File: src/rtl/rx_datapath.sv
// Receive datapath: shifts in frame bits, remaps them to a byte, checks parity/stop and keeps sticky status.
// Optional break detection (brk output) is built when RX_BREAK_DET_EN is defined.
module rx_datapath #(
  parameter int OVF_KEEP_OLD = 0
) (
  input  logic       clk,
  input  logic       rst,
  input  logic       rx,
  input  logic       start,
  input  logic       btu,
  input  logic       done,
  input  logic       eight,
  input  logic       p_en,
  input  logic       ohel,
  input  logic       rd_data,
  input  logic       rd_stat,
  output logic [7:0] data,
`ifdef RX_BREAK_DET_EN
  output logic       brk,
`endif
  output logic       rxrdy,
  output logic       perr,
  output logic       ferr,
  output logic       ovf
);

  logic [9:0] sr_q, sr_d;
  logic [7:0] data_q, data_d;
  logic       rxrdy_q, rxrdy_d;
  logic       perr_q, perr_d;
  logic       ferr_q, ferr_d;
  logic       ovf_q, ovf_d;
  logic [7:0] byte_s;
  logic       par_exp_s;
  logic       par_err_s;
  logic       ovr_s;
  logic       ferr_set_s;
`ifdef RX_BREAK_DET_EN
  logic       brk_q, brk_d;
  logic       brk_s;
`endif

  function automatic logic xor_reduce(input logic [7:0] b);
    return ^b;
  endfunction

  // Byte remap, parity check, overrun and framing decisions for the frame held in sr_q
  always_comb begin
    byte_s = 8'h00;
    case ({eight, p_en})
      2'b00:   byte_s = {1'b0, sr_q[8:2]};
      2'b01:   byte_s = {1'b0, sr_q[7:1]};
      2'b10:   byte_s = sr_q[8:1];
      2'b11:   byte_s = sr_q[7:0];
      default: byte_s = 8'h00;
    endcase
    if (ohel) begin
      par_exp_s = ~xor_reduce(byte_s);
    end else begin
      par_exp_s = xor_reduce(byte_s);
    end
    par_err_s = p_en & (par_exp_s != sr_q[8]);
    ovr_s     = done & rxrdy_q & ~rd_data;
`ifdef RX_BREAK_DET_EN
    // An all-zero frame is a break, not a framing error
    brk_s      = (byte_s == 8'h00) & ~(p_en & sr_q[8]) & ~sr_q[9];
    ferr_set_s = done & ~sr_q[9] & ~brk_s;
`else
    ferr_set_s = done & ~sr_q[9];
`endif
  end

  // Next-state for shift register, data register and sticky flags (set beats clear)
  always_comb begin
    sr_d    = sr_q;
    data_d  = data_q;
    rxrdy_d = rxrdy_q;
    if (done) begin
      sr_d    = 10'h3FF;
      rxrdy_d = 1'b1;
      if (ovr_s && (OVF_KEEP_OLD != 0)) begin
        data_d = data_q;
      end else begin
        data_d = byte_s;
      end
    end else if (btu && !start) begin
      sr_d = {rx, sr_q[9:1]};
    end else begin
      sr_d = sr_q;
    end
    if (!done && rd_data) begin
      rxrdy_d = 1'b0;
    end else begin
      rxrdy_d = rxrdy_d;
    end
    perr_d = (perr_q & ~rd_stat) | (done & par_err_s);
    ferr_d = (ferr_q & ~rd_stat) | ferr_set_s;
    ovf_d  = (ovf_q & ~rd_stat) | ovr_s;
`ifdef RX_BREAK_DET_EN
    brk_d  = (brk_q & ~rd_stat) | (done & brk_s);
`endif
  end

  // State registers with synchronous reset
  always_ff @(posedge clk) begin
    if (rst) begin
      sr_q    <= 10'h3FF;
      data_q  <= 8'h00;
      rxrdy_q <= 1'b0;
      perr_q  <= 1'b0;
      ferr_q  <= 1'b0;
      ovf_q   <= 1'b0;
`ifdef RX_BREAK_DET_EN
      brk_q   <= 1'b0;
`endif
    end else begin
      sr_q    <= sr_d;
      data_q  <= data_d;
      rxrdy_q <= rxrdy_d;
      perr_q  <= perr_d;
      ferr_q  <= ferr_d;
      ovf_q   <= ovf_d;
`ifdef RX_BREAK_DET_EN
      brk_q   <= brk_d;
`endif
    end
  end

  assign data  = data_q;
  assign rxrdy = rxrdy_q;
  assign perr  = perr_q;
  assign ferr  = ferr_q;
  assign ovf   = ovf_q;
`ifdef RX_BREAK_DET_EN
  assign brk   = brk_q;
`endif

endmodule

File: config.mk
export PLATFORM = sky130hd
export DESIGN_NAME = rx_datapath
export DESIGN_NICKNAME = d
export VERILOG_FILES = /design/src/rtl/rx_datapath.sv
export SDC_FILE = /design/constraint.sdc
export NUM_CORES = 1
export LEC_CHECK = 0
export BUFFER_PORTS_ARGS = -buffer_cell sky130_fd_sc_hd__clkbuf_2
export CAP_MARGIN = 0
export CORE_MARGIN = 2
export CORE_UTILIZATION = 40
export DETAILED_ROUTE_END_ITERATION = 7
export HOLD_SLACK_MARGIN = 0.15
export MAX_ROUTING_LAYER = met4
export SETUP_SLACK_MARGIN = 0.1
export SLEW_MARGIN = 20
export SYNTH_ARGS = -nofsm -noshare
export SYNTH_HDL_FRONTEND = slang
export SYNTH_SLANG_ARGS = --single-unit
File: constraint.sdc
create_clock -name clk -period 3.3 [get_ports clk]
set_input_delay 0.165 -clock clk [delete_from_list [all_inputs] [get_ports clk]]
set_output_delay 0.165 -clock clk [all_outputs]
set_load 0.05 [all_outputs]
Word level (Yosys, flattened, before mapping)
Index checks and enable logic that the tools add are counted.
- logic and storage cells: 35
- input bits: 11
- bits in registers: 22
- output and inout port bits: 12
- eq/ne operators: 4
- multiplexer cells: 2
- bitwise logic cells: 15
- reductions and logical operators: 8
- operators by type and width (kind ; count):
    case mux 8 bit (4 select lines) ; 1
    bitwise AND 1 bit ; 8
    parity 8 bit ; 1
    == test 2 bit (second input constant) ; 2
    inverter 1 bit ; 4
    OR reduction 2 bit ; 2
    bitwise OR 1 bit ; 3
    == test 2 x 1 -> 1 bit (second input constant) ; 1
    logical AND 1 bit ; 2
    zero test 1 bit ; 2
    zero test 2 bit ; 1
    two-way mux 1 bit ; 1
    inequality test 1 bit ; 1

Longest topological paths before layout
- depth in word-level cells: 9
- mapped depth: 8

Least setup slack after synthesis
OpenSTA, ideal clock, no wires.
- path kind: register to register
- start point: register sr_q[8]
- end point: register perr_q (netlist: perr)
- data required time: 3.216 ns
- path slack: 1.646 ns
- cell stages (with the launch flop): 7
- buffers on the path: 0
- arrival time: 1.570 ns
- clock period less this slack: 1.654 ns
- path through: dfxtp_1 or3_2 o221ai_2 xor2_1 xnor3_1 xnor2_1 o31ai_2
- word-level cells in the longest chain between the ends: 8
- ends and longest elaborated chain (element ; RTL line ; RTL):
    from (decl) ; 27 ; logic [9:0] sr_q, sr_d;
    from (signal assigned) ; 117 ; sr_q <= sr_d;
    case mux 8 bit (4 select lines) ; 50 ; case ({eight, p_en})
    parity 8 bit ; 44 ; return ^b;
    inverter 1 bit ; 58 ; par_exp_s = ~xor_reduce(byte_s);
    two-way mux 1 bit ; 57 ; if (ohel) begin
    inequality test 1 bit (*) ; 62 ; par_err_s = p_en & (par_exp_s != sr_q[8]);
    bitwise AND 1 bit (*) ; 62 ;
    bitwise AND 1 bit (*) ; 96 ; perr_d = (perr_q & ~rd_stat) | (done & par_err_s);
    bitwise OR 1 bit (*) ; 96 ;
    to (signal assigned) ; 120 ; perr_q <= perr_d;
    to (decl) ; 30 ; logic perr_q, perr_d;
Every way passes the cells marked *; elsewhere a longest branch is shown, timed or not.
A chain may end at the register's enable or synchronous reset.

Final worst setup path
Ends and elaborated chain as after synthesis.

==> results.md <==
- Die Y: 58.1 um
- Critical Path RT: 3.55 ns
- Routed via count: 986
- Setup_tns: 0 ns
- Layout cells sized above 1: 22.0%
- Routed len/inst: 12.1 um
- Mapped Cells: 142
- Worst-Margin Slew: 0.641 ns
- Die ar.: 0.00338 mm^2
- Routed Wire Length: 2.30 mm
- Relative max-transition margin: 57.2%
- Most area-hungry cell type in the Yosys netlist: dfxtp_1
- Sink Count: 22
- Outcome: complete, no violations
- Clock Skew: 0.0144 ns
- CTS buffer count: 3
- Critical path type: register to register
- Max Cap Viol: 0
- RSZ-0062 raised after global routing: no
- Crit path arrival time: 2.00 ns
- First DRT Iteration DRCs: 26
- Ant. Diodes: 0
- CTS tree: built
- Area growth, synth to finish: 13.8%
- Congestion Overflow GR: 0
- Antenna violations before repair: 0
- Starting density of the core: 42.2%
- Clock Pin Slew Worst Setup and Hold Paths: 0.13 ns
- First-pass GRT wire length: 3.97 mm
- H-tree depth: 1
- Syn avg cell area: 8.26 um^2
- CTS resizes: 0
- DP Wirelength: 1.68 mm
- Final setup fails: 0
- Critical Path, Cell by Cell: or3_2 -> o221ai_2 -> xor2_1 -> xnor3_1 -> xnor2_1 -> o31ai_2
- Synthesized Nets: 153
- DRC: 0
- Cell row count: 19
- First drt pass iteration count: 4
- Post-synthesis instance area: 0.00117 mm^2
- Vias per cell: 5.19
- Critical path endpoint category: register
- YS warnings: 0
- #FFs+latches synth: 22
- Io pins: 23
- Critical Path Start Type: register
- CP max stage cell: or3_2
- Worst Hold Class: input pin to register
- Skew-Pair Late Insertion Delay: 0.32 ns
- Core area: 0.00278 mm^2
- Gpl congestion: 0.828
- Top cell type's share of synthesized area: 37.6%
- # nets final: 171
- Final Cycle Share: 53.0%
- Distinct cells, synth: 31
- Power Dens Cells: 477 mW/mm^2
- Pin count of the biggest net entering global routing: 15
- Slowest stage delay, CP: 0.49 ns
- Bufs on Longest Clock Path: 2
- Crit path max fanout: 6
- FMAX: 571 MHz
- Sequential area share after synthesis: 37.6%
- Tmin final: 1.75 ns
- Detail Route Antenna Nets: 0
- Die extent in x: 58.1 um
- Design area: 0.00133 mm^2
- Maximum vdd drop: 0.456 mV
- Final slew viol count: 0
- Synth area leaders: dfxtp_1, nor2_1, nand2_1, mux2i_1, nand3_1
- Vias in the first global route: 898
- Port Buffers: 22
- Final Hold Fails: 0
- Lkg Pwr: 0.605 nW
- Root Driver: clkbuf_4
- GRT Total Usage: 15.6%
- Dpl cell area: 0.00125 mm^2
==> cell usage in the layout (no fill, tap or decap) <==
cell	Yosys	final
nor2_1	26	26
nand2_1	22	22
dfxtp_1	22	22
clkbuf_2	0	22
nand3_1	11	11
o22ai_1	7	7
mux2i_1	6	6
nand2b_1	4	4
a21oi_1	4	4
xnor2_1	4	4
xor2_1	4	4
nor2b_1	3	3
clkbuf_4	0	3
dlygate4sd3_1	0	3
nor2_2	2	2
inv_1	2	2
or2_1	1	1
xnor2_4	1	1
nand2_2	1	1
o22ai_2	1	1
mux2_1	1	1
or3_2	1	1
o221ai_2	1	1
xnor3_1	1	1
o21ai_0	1	1
nor3b_1	1	1
xor3_1	1	1
o31ai_2	1	1
mux2_2	1	1
bufinv_16	0	1
==> timing repair <==
action / in CTS / in global routing
hold buffers: 3 / 0
setup buffers: 0 / 0
hold endpoints to repair: 4 / 0
==> cell families (layout without fill, tap and decap cells) <==
| logic type | count (synthesis) | after routing | share of synthesized area (%) |
|---|---|---|---|
| xor gates and xnor gates | 11 | 11 | 12.3 |
| buffers and inverters | 14 | 31 | 6.62 |
| and+or+nand+nor | 72 | 72 | 27.2 |
| muxes | 8 | 8 | 7.04 |
| DFF | 22 | 22 | 37.6 |
| AOI/OAI and AO/OA | 15 | 15 | 9.28 |
==> state kept, by name, indices dropped and copies added, names as in the netlist <==
register,flops
ovf,1
data,8
ferr,1
perr,1
rxrdy,1
sr_q,10
==> critical path: cells and delay by family (launching register included) <==
kind	cells	cell delay (ns)
flops	1	0.37
simple gates	1	0.49
compound gates	2	0.25
xor+xnor	3	0.58
==> layout make-up <==
type                       instances  area [um^2]
clock buffer                       3         22.5
multi-input combinational        106          654
inverter                           2         7.51
sequential                        22          440
timing repair buffer              25          140
fill                             280         1450
clock inverter                     1         30.0
tap                               31         38.8
==> cells in the mapped netlist <==
library cell / number
xor3_1: 1
buf_6: 2
buf_2: 5
or3_2: 1
a21oi_1: 4
xor2_1: 4
mux2_1: 1
buf_1: 1
o21ai_0: 1
nor2_2: 2
xnor3_1: 1
clkbuf_1: 3
o22ai_1: 7
nand2b_1: 4
xnor2_4: 1
buf_4: 1
o221ai_2: 1
mux2_2: 1
o22ai_2: 1
dfxtp_1: 22
inv_1: 2
nand2_2: 1
nor2_1: 26
or2_1: 1
nand3_1: 11
mux2i_1: 6
nor2b_1: 3
xnor2_1: 4
nor3b_1: 1
nand2_1: 22
o31ai_2: 1
==> power breakdown <==
part | leakage (nW) | switching [mW] | total [mW] | internal, mW
Clock | 0.0279 | 0.0856 | 0.208 | 0.123
Sequential | 0.181 | 0.0121 | 0.292 | 0.280
Combinational | 0.396 | 0.0855 | 0.136 | 0.0506
Total | 0.605 | 0.183 | 0.637 | 0.453
==> worst paths after layout <==
check                       start              endpoint  slack [ns]  cells after the start
max          sr_q[8]$_SDFFE_PP1P_       perr$_SDFF_PP0_        1.55                      6
min                         eight  data[7]$_SDFFE_PP0P_        0.21                      3
max reg2reg  sr_q[8]$_SDFFE_PP1P_       perr$_SDFF_PP0_        1.55                      6
min reg2reg  data[7]$_SDFFE_PP0P_  data[7]$_SDFFE_PP0P_        0.48                      2
==> layer usage <==
| layer | share of wire [%] | routed length, um | vias up | GRT usage (%) |
|---|---|---|---|---|
| met4 | 0.74 | 17 | 0 | 1.99 |
| met3 | 5.1 | 117 | 2 | 4.69 |
| met5 | 0 | 0 | - | - |
| li1 | - | - | 497 | - |
| met1 | 43 | 986 | 459 | 18.4 |
| met2 | 51 | 1180 | 28 | 26.9 |
==> metrics by stage <==
stage                     utilization (%)  power (mW)  std cells  worst slack, ns  hold WS, ns
after floorplan                         -       0.406        142             1.65        0.234
after global placement               45.0       0.428        183             1.59        0.380
after detailed placement             45.0       0.432        183             1.54        0.384
after CTS                            48.0       0.642        190             1.54        0.206
after global routing                 48.0       0.670        190             1.39        0.213
final                                48.0       0.637        190             1.55        0.214
Power figures use the tool's default switching activity.
